**src/rtl/run_job_arbiter.sv**
```systemverilog
// Round-robin arbiter that hands one shared run engine to NREQ requesters, counts each job's
// RUN cycles up to its requested length and reports the result on a valid/ready port.
module run_job_arbiter #(
  parameter int unsigned NREQ = 4,
  parameter int unsigned DW   = 32,
  parameter int unsigned CW   = 3,
  parameter int unsigned IDW  = 2
) (
  input  logic               clk_i,
  input  logic               rst_ni,
  input  logic [NREQ-1:0]    req_valid_i,
  output logic [NREQ-1:0]    req_ready_o,
  input  logic [NREQ*DW-1:0] req_data_i,
  input  logic [NREQ*CW-1:0] req_len_i,
  input  logic               abort_i,
  output logic               done_valid_o,
  input  logic               done_ready_i,
  output logic [IDW-1:0]     done_id_o,
  output logic [DW-1:0]      done_data_o,
  output logic [CW-1:0]      done_count_o,
  output logic               done_aborted_o,
  output logic               busy_o
);

  typedef enum logic [1:0] {
    StIdle = 2'd0,
    StInit = 2'd1,
    StRun  = 2'd2,
    StDone = 2'd3
  } state_e;

  state_e         state_q, state_d;
  logic [CW-1:0]  cnt_q, cnt_d;
  logic [IDW-1:0] rr_ptr_q, rr_ptr_d;
  logic [IDW-1:0] job_id_q, job_id_d;
  logic [DW-1:0]  job_data_q, job_data_d;
  logic [CW-1:0]  job_len_q, job_len_d;
  logic [IDW-1:0] done_id_q, done_id_d;
  logic [DW-1:0]  done_data_q, done_data_d;
  logic [CW-1:0]  done_count_q, done_count_d;
  logic           done_aborted_q, done_aborted_d;

  logic           grant_found;
  logic [IDW-1:0] grant_id;
  logic [IDW-1:0] cand;

  // First valid requester at or after rr_ptr, wrapping modulo NREQ.
  always_comb begin
    grant_found = 1'b0;
    grant_id    = '0;
    cand        = '0;
    for (int unsigned k = 0; k < NREQ; k++) begin
      cand = IDW'((32'(rr_ptr_q) + k) % NREQ);
      if (!grant_found && req_valid_i[cand]) begin
        grant_found = 1'b1;
        grant_id    = cand;
      end
    end
  end

  always_ff @(posedge clk_i or negedge rst_ni) begin
    if (!rst_ni) begin
      state_q        <= StIdle;
      cnt_q          <= '0;
      rr_ptr_q       <= '0;
      job_id_q       <= '0;
      job_data_q     <= '0;
      job_len_q      <= '0;
      done_id_q      <= '0;
      done_data_q    <= '0;
      done_count_q   <= '0;
      done_aborted_q <= 1'b0;
    end else begin
      state_q        <= state_d;
      cnt_q          <= cnt_d;
      rr_ptr_q       <= rr_ptr_d;
      job_id_q       <= job_id_d;
      job_data_q     <= job_data_d;
      job_len_q      <= job_len_d;
      done_id_q      <= done_id_d;
      done_data_q    <= done_data_d;
      done_count_q   <= done_count_d;
      done_aborted_q <= done_aborted_d;
    end
  end

  always_comb begin
    state_d = state_q;
    case (state_q)
      StIdle: if (grant_found) state_d = StInit;
      StInit: state_d = abort_i ? StDone : StRun;
      StRun:  if (abort_i || (cnt_q == job_len_q)) state_d = StDone;
      StDone: if (done_ready_i) state_d = StIdle;
      default: state_d = StIdle;
    endcase
  end

  always_comb begin
    cnt_d          = cnt_q;
    rr_ptr_d       = rr_ptr_q;
    job_id_d       = job_id_q;
    job_data_d     = job_data_q;
    job_len_d      = job_len_q;
    done_id_d      = done_id_q;
    done_data_d    = done_data_q;
    done_count_d   = done_count_q;
    done_aborted_d = done_aborted_q;
    case (state_q)
      StIdle: begin
        if (grant_found) begin
          job_id_d   = grant_id;
          job_data_d = req_data_i[32'(grant_id) * DW +: DW];
          job_len_d  = req_len_i[32'(grant_id) * CW +: CW];
        end
      end
      StInit: if (!abort_i) cnt_d = '0;
      StRun:  if (!abort_i && (cnt_q != job_len_q)) cnt_d = cnt_q + CW'(1);
      StDone: begin
        if (done_ready_i) begin
          rr_ptr_d = (32'(job_id_q) == NREQ - 1) ? '0 : job_id_q + IDW'(1);
        end
      end
      default: ;
    endcase
    // Completion fields are latched on entry to DONE so they survive the next job's counting.
    if ((state_q == StInit || state_q == StRun) && state_d == StDone) begin
      done_id_d      = job_id_q;
      done_data_d    = job_data_q;
      done_count_d   = cnt_q;
      done_aborted_d = abort_i;
    end
  end

  always_comb begin
    req_ready_o = '0;
    if (state_q == StIdle && grant_found) req_ready_o[grant_id] = 1'b1;
    busy_o       = (state_q != StIdle);
    done_valid_o = (state_q == StDone);
  end

  assign done_id_o      = done_id_q;
  assign done_data_o    = done_data_q;
  assign done_count_o   = done_count_q;
  assign done_aborted_o = done_aborted_q;

endmodule

```
**config.mk**
```make
export PLATFORM = sky130hd
export DESIGN_NAME = run_job_arbiter
export DESIGN_NICKNAME = d
export VERILOG_FILES = /design/src/rtl/run_job_arbiter.sv
export SDC_FILE = /design/constraint.sdc
export NUM_CORES = 1
export LEC_CHECK = 0
export CAP_MARGIN = 10
export CORE_ASPECT_RATIO = 0.5
export CORE_MARGIN = 5
export CORE_UTILIZATION = 40
export DETAILED_ROUTE_END_ITERATION = 8
export HOLD_SLACK_MARGIN = 0.1
export PLACE_DENSITY = 0.85
export SLEW_MARGIN = 20
export SYNTH_ARGS = -nofsm -noshare
export SYNTH_HDL_FRONTEND = slang
export SYNTH_SLANG_ARGS = --single-unit
```
**constraint.sdc**
```tcl
create_clock -name clk_i -period 6 [get_ports clk_i]
set_clock_uncertainty 0.1 [all_clocks]
set_input_delay 0.9 -clock clk_i [delete_from_list [all_inputs] [get_ports clk_i]]
set_output_delay 0.9 -clock clk_i [all_outputs]
set_load 0.1 [all_outputs]
```
==> load_flow_metrics.sql, run 1 <==
INSERT INTO impl_metrics (metric_group, metric, value, unit) VALUES
('finish', 'drive_above_1_share', '13.25', '%'),
('job', 'max_cap_violations', '0', ''),
('setup_path', 'worst_setup_path_start_kind', 'input pin', ''),
('clock_tree', 'post_cts.resized_instances', '0', ''),
('finish', 'fin_nets', '685', ''),
('setup_path', 'end_kind', 'primary output', ''),
('synthesis', 'synthesized_area_per_cell', '12.27', 'um^2'),
('power', 'cellLeakagePower', '3.001', 'nW'),
('sta', 'hold_violations', '0', ''),
('global_route', 'pin_count_of_the_biggest_net_entering_global_routing', '83', ''),
('sta', 'maxClockFrequency', '224.6', 'MHz'),
('floorplan', 'height_of_the_die', '83.17', 'um'),
('placed_design', 'port_buffers', '191', ''),
('detailed_routing', 'drt_wl_total', '12410', 'um'),
('power', 'switching_component_of_the_power', '0.001999', 'W'),
('floorplan', 'io_pins', '192', ''),
('floorplan', 'start_util', '41.53', '%'),
('finish', 'final.fill_count', '800', ''),
('setup_path', 'criticalPathCategory', 'input pin to primary output', ''),
('sta', 'rel_slew_slack', '28.69', '%'),
('clock_tree', 'post-cts-setup-buffer-count', '0', ''),
('setup_path', 'path_cells', 'clkdlybuf4s50_1 > nor3b_1 > a21oi_1 > o21ai_0 > and3_1 > clkdlybuf4s50_1', ''),
('detailed_routing', 'antenna_left', '0', ''),
('synthesis', 'synth_enable_flop_cells', '0', ''),
('setup_path', 'critical-path-slowest-cell', 'sky130_fd_sc_hd__clkdlybuf4s50_1', ''),
('synthesis', 'post-synth-top-area-fraction', '47.91', '%'),
('floorplan', 'placementRows', '26', ''),
('floorplan', 'placeableCoreArea', '0.01031', 'mm^2'),
('sta', 'setup_viol', '0', ''),
('synthesis', 'synth.cell_area', '0.004283', 'mm^2'),
('power', 'clock_power_share', '14.7', '%'),
('sta', 'measured_slew_at_the_worst_slew_check_pin', '1.067', 'ns'),
('detailed_routing', 'route.detailed.drc', '0', ''),
('finish', 'multi_input_comb_area', '0.002079', 'mm^2'),
('sta', 'finalSetupTns', '0', 'ns'),
('placed_design', 'place_inst', '660', ''),
('detailed_routing', 'detailedRoute.firstPassIterationCount', '4', ''),
('detailed_routing', 'detail_route.wl_per_cell', '18.36', 'um'),
('power', 'combinationalPowerShare', '60.9', '%'),
('synthesis', 'yosys.area.top_type', 'sky130_fd_sc_hd__dfrtp_1', ''),
('sta', 'final_setup_margin', '1.547', 'ns'),
('power', 'p_int', '0.002058', 'W'),
('sta', 'min_period_over_period', '74.22', '%'),
('run_status', 'run_status', 'finished, final reports clean', ''),
('clock_tree', 'root_cell_of_the_clock_tree', 'sky130_fd_sc_hd__clkbuf_16', ''),
('synthesis', 'ys_ff_latch', '82', ''),
('power', 'power.density', '615.4', 'mW/mm^2'),
('finish', 'fin_cells', '676', ''),
('synthesis', 'synth-main-ff-cell', 'sky130_fd_sc_hd__dfrtp_1', ''),
('synthesis', 'yosys_warn_count', '0', ''),
('synthesis', 'synth_area_leaders', 'sky130_fd_sc_hd__dfrtp_1 (48%), sky130_fd_sc_hd__mux2i_1 (17%), sky130_fd_sc_hd__o221ai_1 (7.2%)', ''),
('worst_hold_path', 'worstHoldPathType', 'flop to flop', ''),
('setup_path', 'arrival', '3.45', 'ns'),
('clock_tree', 'hold_buffers', '0', ''),
('finish', 'insertedDiodeCount', '0', ''),
('clock_tree', 'cts_buffers', '9', ''),
('global_route', 'grt-ovfl-total', '0', ''),
('global_route', 'antenna_violations_before_repair', '0', ''),
('floorplan', 'floorplan.die_area', '0.01300', 'mm^2'),
('clock_tree', 'clk_pin_slew_worst_paths', '0.06', 'ns'),
('clock_tree', 'clock_tree_from_tritoncts', 'built', ''),
('global_route', 'grt_first_pass_wirelength', '19890', 'um'),
('placed_design', 'preCtsSetupSlack', '1.568', 'ns'),
('synthesis', 'yosysUniqueCellTypes', '35', ''),
('placed_design', 'globalplace.congestion', '0.8291', ''),
('power', 'power.share.switching', '49.27', '%'),
('synthesis', 'post_synth_inst_count', '349', ''),
('finish', 'layout.area.seq', '0.002052', 'mm^2'),
('synthesis', 'synth_sequential_area_ratio', '47.91', '%'),
('sta', 'grt_setup_unrepaired', 'false', ''),
('setup_path', 'cpPeakStageDelay', '1.14', 'ns');
## synthesized netlist by cell type (3+ instances only)
cell type,instances
sky130_fd_sc_hd__buf_2,10
sky130_fd_sc_hd__mux2i_1,72
sky130_fd_sc_hd__mux2_2,20
sky130_fd_sc_hd__xor2_1,3
sky130_fd_sc_hd__inv_1,7
sky130_fd_sc_hd__o21ai_0,5
sky130_fd_sc_hd__mux2_4,20
sky130_fd_sc_hd__clkbuf_1,9
sky130_fd_sc_hd__a21oi_1,6
sky130_fd_sc_hd__nor2_1,6
sky130_fd_sc_hd__dfrtp_1,82
sky130_fd_sc_hd__o221ai_1,35
sky130_fd_sc_hd__nand2_1,44
sky130_fd_sc_hd__ha_1,6
## cells by family after synthesis
logic type,after synthesis,share of synthesized area [%]
AOI/OAI and AO/OA,57,10.66
xor gates and xnor gates,3,0.6136
adders and majority gates,6,1.753
buffers and inverters,31,4.032
DFF,82,47.91
muxes,112,29.10
and+or+nand+nor,58,5.931
## through the flow
stage / util (%) / total power [W] / hold slack, ns / cell area (um^2)
after floorplan: - / 0.002904 / 0.3503 / 4283
after global placement: 60.75 / 0.003421 / 0.3632 / 6265
after detailed placement: 60.75 / 0.003471 / 0.3689 / 6265
after CTS: 63.90 / 0.004093 / 0.3873 / 6590
after global routing: 63.94 / 0.004258 / 0.4034 / 6594
final: 63.94 / 0.004058 / 0.3856 / 6594
## path summary, 6_finish.rpt
kind / cells past startpoint / slack, ns / endpoint / startpoint
worst max register to register: 8 / 2.71 / done_data_o[27]$_DFFE_PN0P_ / state_q[0]$_DFF_PN0_
worst min-delay path: 2 / 0.39 / job_data_q[2]$_DFFE_PN0P_ / job_data_q[2]$_DFFE_PN0P_
min in group asynchronous: 1 / 0.49 / done_data_o[19]$_DFFE_PN0P_ / rst_ni
worst min register to register: 2 / 0.39 / job_data_q[2]$_DFFE_PN0P_ / job_data_q[2]$_DFFE_PN0P_
worst max-delay path: 6 / 1.55 / req_ready_o[0] / req_valid_i[0]
max in group asynchronous: 1 / 4.78 / state_q[1]$_DFF_PN0_ / rst_ni
## cell usage in the layout, fill, tap and decap left out, types with 2 or more instances in the layout
| master | n |
|---|---|
| sky130_fd_sc_hd__buf_4 | 7 |
| sky130_fd_sc_hd__inv_6 | 2 |
| sky130_fd_sc_hd__dfrtp_1 | 82 |
| sky130_fd_sc_hd__o31ai_1 | 2 |
| sky130_fd_sc_hd__clkinv_4 | 2 |
| sky130_fd_sc_hd__xor2_1 | 3 |
| sky130_fd_sc_hd__nand2_1 | 44 |
| sky130_fd_sc_hd__clkdlybuf4s50_1 | 187 |
| sky130_fd_sc_hd__mux2_4 | 20 |
| sky130_fd_sc_hd__nor2b_1 | 2 |
| sky130_fd_sc_hd__clkbuf_16 | 9 |
| sky130_fd_sc_hd__inv_1 | 7 |
| sky130_fd_sc_hd__nor2_1 | 6 |
| sky130_fd_sc_hd__ha_1 | 6 |
| sky130_fd_sc_hd__mux2_2 | 20 |
| sky130_fd_sc_hd__a21oi_1 | 6 |
| sky130_fd_sc_hd__o221ai_1 | 35 |
| sky130_fd_sc_hd__bufinv_16 | 2 |
| sky130_fd_sc_hd__mux2i_1 | 72 |
| sky130_fd_sc_hd__o21ai_0 | 4 |
## registers in the layout (all words and copies together) (netlist names), 3 cells and up
signal and flops:
cnt_q 3, done_data_o 32, done_count_o 3, job_data_q 32
job_len_q 3
## worst max-delay path: cells and delay by family
kind,cells,cell delay [ns]
compound gates,2,0.34
buf+inv,2,1.75
simple gates,2,0.46
## per-layer routing
layer  routed length [um]  GRT usage (%)  part of all wire (%)
met1                 4796          21.63                    39
met2                 6680          34.29                    54
met3                  632          5.244                   5.1
met4                  299          7.165                   2.4
met5                    0              0                     0
## power groups by stage
| stage | sequential [W] | clock (W) | combinational [W] |
|---|---|---|---|
| 4_1_cts | 0.000994 | 0.000609 | 0.00249 |
| 6_report | 0.000992 | 0.000596 | 0.00247 |
| 3_5_place_dp | 0.000996 | 0 | 0.00248 |
| 5_1_grt | 0.00103 | 0.000632 | 0.00260 |
| 3_3_place_gp | 0.000980 | 0 | 0.00244 |
| 2_1_floorplan | 0.00179 | 0 | 0.00112 |
## cell type report
cell class | count | share of cell area (%)
flip-flops and latches | 82 | 31.12
multi-input cells | 236 | 31.54
clock buffers | 9 | 3.416
repair buffers | 195 | 29.35
well taps | 140 | 2.657
inverters | 7 | 0.3985
clock inverters | 7 | 1.518
No activity file was read; power rests on OpenSTA's default activity.
==> run 2, diff against run 1 <==
==> constraint.sdc (replaced) <==
create_clock -name clk_i -period 4.1 [get_ports clk_i]
set_clock_uncertainty 0.1 [all_clocks]
set_input_delay 0.615 -clock clk_i [delete_from_list [all_inputs] [get_ports clk_i]]
set_output_delay 0.615 -clock clk_i [all_outputs]
set_load 0.1 [all_outputs]
==> load_flow_metrics.sql, run 2 (synthesis gave the netlist of run 1 again) <==
INSERT INTO impl_metrics (metric_group, metric, value, unit) VALUES
('finish', 'final_cell_area', '0.006659', 'mm^2'),
('setup_path', 'critical-path-top-delay-family', 'buffers and inverters', ''),
('placed_design', 'port_buffers', '191', ''),
('clock_tree', 'post-cts-setup-buffer-count', '0', ''),
('setup_path', 'criticalPathCategory', 'input pin to primary output', ''),
('sta', 'setup_viol', '0', ''),
('power', 'ir_worst_vdd', '0.0004819', 'V'),
('setup_path', 'end_kind', 'primary output', ''),
('floorplan', 'placementRows', '26', ''),
('setup_path', 'worst-path-stages', '6', ''),
('global_route', 'grt-ovfl-total', '0', ''),
('power', 'clock_power_share', '14.5', '%'),
('floorplan', 'placeableCoreArea', '0.01031', 'mm^2'),
('floorplan', 'io_pins', '192', ''),
('detailed_routing', 'drt_wl_total', '12450', 'um'),
('clock_tree', 'hold_buffers', '0', ''),
('setup_path', 'critPathMaxFanout', '5', ''),
('placed_design', 'dpl-instance-area', '0.006335', 'mm^2'),
('power', 'power.density', '896.8', 'mW/mm^2'),
('global_route', 'pin_count_of_the_biggest_net_entering_global_routing', '83', ''),
('finish', 'layout.area.seq', '0.002052', 'mm^2'),
('global_route', 'grt_first_pass_wirelength', '20030', 'um'),
('placed_design', 'place_inst', '663', ''),
('detailed_routing', 'detail_route.vias_per_cell', '5.199', ''),
('finish', 'area_growth_syn_to_layout', '55.48', '%'),
('detailed_routing', 'detail_route.wl_per_cell', '18.36', 'um'),
('setup_path', 'worst_setup_path_start_kind', 'input pin', ''),
('clock_tree', 'post_cts.resized_instances', '0', ''),
('clock_tree', 'number_of_levels_in_the_clock_h_tree', '3', ''),
('detailed_routing', 'detailedRoute.firstPassIterationCount', '4', ''),
('finish', 'most-common-layout-cells', 'sky130_fd_sc_hd__clkdlybuf4s50_1 (186), sky130_fd_sc_hd__dfrtp_1 (82), sky130_fd_sc_hd__mux2i_1 (72)', ''),
('detailed_routing', 'route.vias.total', '3525', ''),
('setup_path', 'timing.rr.end', 'done_data_o[8]$_DFFE_PN0P_', ''),
('setup_path', 'reg2reg_slack', '1.41', 'ns'),
('finish', 'final.fill_count', '794', ''),
('setup_path', 'arrival', '2.50', 'ns'),
('power', 'combinationalPowerShare', '61.3', '%'),
('detailed_routing', 'drt_iter0_drc', '188', ''),
('global_route', 'antenna_violations_before_repair', '0', ''),
('clock_tree', 'clock_tree_from_tritoncts', 'built', ''),
('power', 'p_int', '0.003071', 'W'),
('worst_hold_path', 'worstHoldPathType', 'input pin to async pin', ''),
('setup_path', 'critical-path-slowest-cell', 'sky130_fd_sc_hd__clkdlybuf4s50_1', ''),
('global_route', 'grt_util_all_layers', '19.12', '%'),
('finish', 'fin_cells', '678', ''),
('global_route', 'globalRouteMet2Util', '34.64', '%'),
('power', 'cellLeakagePower', '3.027', 'nW'),
('setup_path', 'timing.critical_path.required', '3.38', 'ns'),
('clock_tree', 'cts.sink_count', '82', ''),
('sta', 'rel_slew_slack', '31.72', '%'),
('floorplan', 'height_of_the_die', '83.17', 'um'),
('global_route', 'most_crowded_layer_gr', 'met2', ''),
('power', 'report.power.total', '0.005972', 'W'),
('setup_path', 'reg2regPathDepth', '8', ''),
('finish', 'insertedDiodeCount', '0', ''),
('floorplan', 'chipWidth', '156.3', 'um'),
('clock_tree', 'clk_path_buf_depth', '2', ''),
('floorplan', 'start_util', '41.53', '%'),
('sta', 'measured_slew_at_the_worst_slew_check_pin', '1.021', 'ns'),
('clock_tree', 'root_cell_of_the_clock_tree', 'sky130_fd_sc_hd__clkbuf_16', ''),
('floorplan', 'floorplan.die_area', '0.01300', 'mm^2'),
('setup_path', 'rr_startpoint', 'state_q[0]$_DFF_PN0_', ''),
('power', 'power.share.sequential', '24.3', '%'),
('finish', 'layout.cells.most_common', 'sky130_fd_sc_hd__clkdlybuf4s50_1', ''),
('job', 'max_cap_violations', '0', ''),
('clock_tree', 'clk_pin_slew_worst_paths', '0.06', 'ns'),
('sta', 'min_period_over_period', '78.30', '%'),
('global_route', 'grt_pass1_vias', '3880', ''),
('global_route', 'grt_use_met3', '4.725', '%'),
('sta', 'maxClockFrequency', '311.5', 'MHz'),
('global_route', 'grt_use_met1', '22.18', '%'),
('sta', 'hold_violations', '0', ''),
('clock_tree', 'cts_buffers', '9', ''),
('power', 'switching_component_of_the_power', '0.002901', 'W'),
('sta', 'grt_setup_unrepaired', 'false', ''),
('clock_tree', 'clock_insertion_delay_worst_skew', '0.33', 'ns'),
('sta', 'slew_viol_final', '0', ''),
('setup_path', 'worstPathBufferInverterCount', '2', ''),
('detailed_routing', 'route.detailed.drc', '0', ''),
('sta', 'finalSetupTns', '0', 'ns'),
('setup_path', 'cpPeakStageDelay', '0.60', 'ns'),
('setup_path', 'path_cells', 'clkdlybuf4s50_1 > mux2i_1 > a21oi_1 > o21ai_0 > nor2_1 > buf_12', ''),
('sta', 'whs', '0.2122', 'ns'),
('finish', 'multi_input_comb_area', '0.002079', 'mm^2'),
('finish', 'drive_above_1_share', '13.38', '%'),
('sta', 'min_period', '3.210', 'ns'),
('finish', 'fin_nets', '688', ''),
('placed_design', 'place.detailed.hpwl', '9178', 'um'),
('power', 'power.share.switching', '48.58', '%'),
('run_status', 'run_status', 'finished, final reports clean', ''),
('placed_design', 'globalplace.congestion', '0.8247', ''),
('detailed_routing', 'antenna_left', '0', '');
## run 2: cell count changes in the layout (fill, tap and decap cells not counted), sizes merged
cell / delta
inv: -2
clkbuf: +4
buf: +4
clkinv: -3
clkdlybuf4s50: -1
## run 2: per-layer routing
metal	vias up	part of all wire [%]
li1	1665	-
met3	25	4.4
met4	0	2.5
met5	-	0
met2	80	54
met1	1755	39
## run 2: layout make-up
class / instances / share of cell area [%]
flip-flops and latches: 82 / 30.82
clock inverters: 2 / 0.9019
inverters: 7 / 0.3946
repair buffers: 198 / 30.12
clock buffers: 13 / 3.908
well taps: 140 / 2.631
multi-input cells: 236 / 31.23
## run 2: worst max-delay path by stage
stage	start	end	slack, ns
2_1_floorplan	state_q[1]$_DFF_PN0_	req_ready_o[1]	0.36
3_3_place_gp	req_valid_i[1]	req_ready_o[0]	1.01
3_5_place_dp	req_valid_i[0]	job_data_q[30]$_DFFE_PN0P_	0.94
4_1_cts	state_q[1]$_DFF_PN0_	busy_o	0.94
5_1_grt	req_valid_i[1]	req_ready_o[1]	0.81
6_report	req_valid_i[1]	req_ready_o[3]	0.89
## run 2: per-stage QoR
step                setup WS (ns)  util [%]
floorplan                  0.3588         -
global placement            1.011     61.43
finish                     0.8895     64.57
detailed placement         0.9449     61.43
global route               0.8111     64.57
CTS                        0.9371     64.54
## run 2: worst reg2reg max path: stages, from the launching register on
cell and delay, ns:
sky130_fd_sc_hd__dfrtp_1 0.42, sky130_fd_sc_hd__inv_1 0.11, sky130_fd_sc_hd__ha_1 0.22, sky130_fd_sc_hd__inv_1 0.10, sky130_fd_sc_hd__o41ai_2 0.54, sky130_fd_sc_hd__o21ai_2 0.14
sky130_fd_sc_hd__a21oi_4 0.17, sky130_fd_sc_hd__buf_4 0.38, sky130_fd_sc_hd__mux2_2 0.40
## run 2: power by group through the flow
stage          clock [W]  sequential (W)  combinational (W)
2_1_floorplan          0         0.00261            0.00164
3_3_place_gp           0         0.00144            0.00360
3_5_place_dp           0         0.00146            0.00367
4_1_cts         0.000876         0.00145            0.00368
5_1_grt         0.000914         0.00150            0.00384
6_report        0.000863         0.00145            0.00366
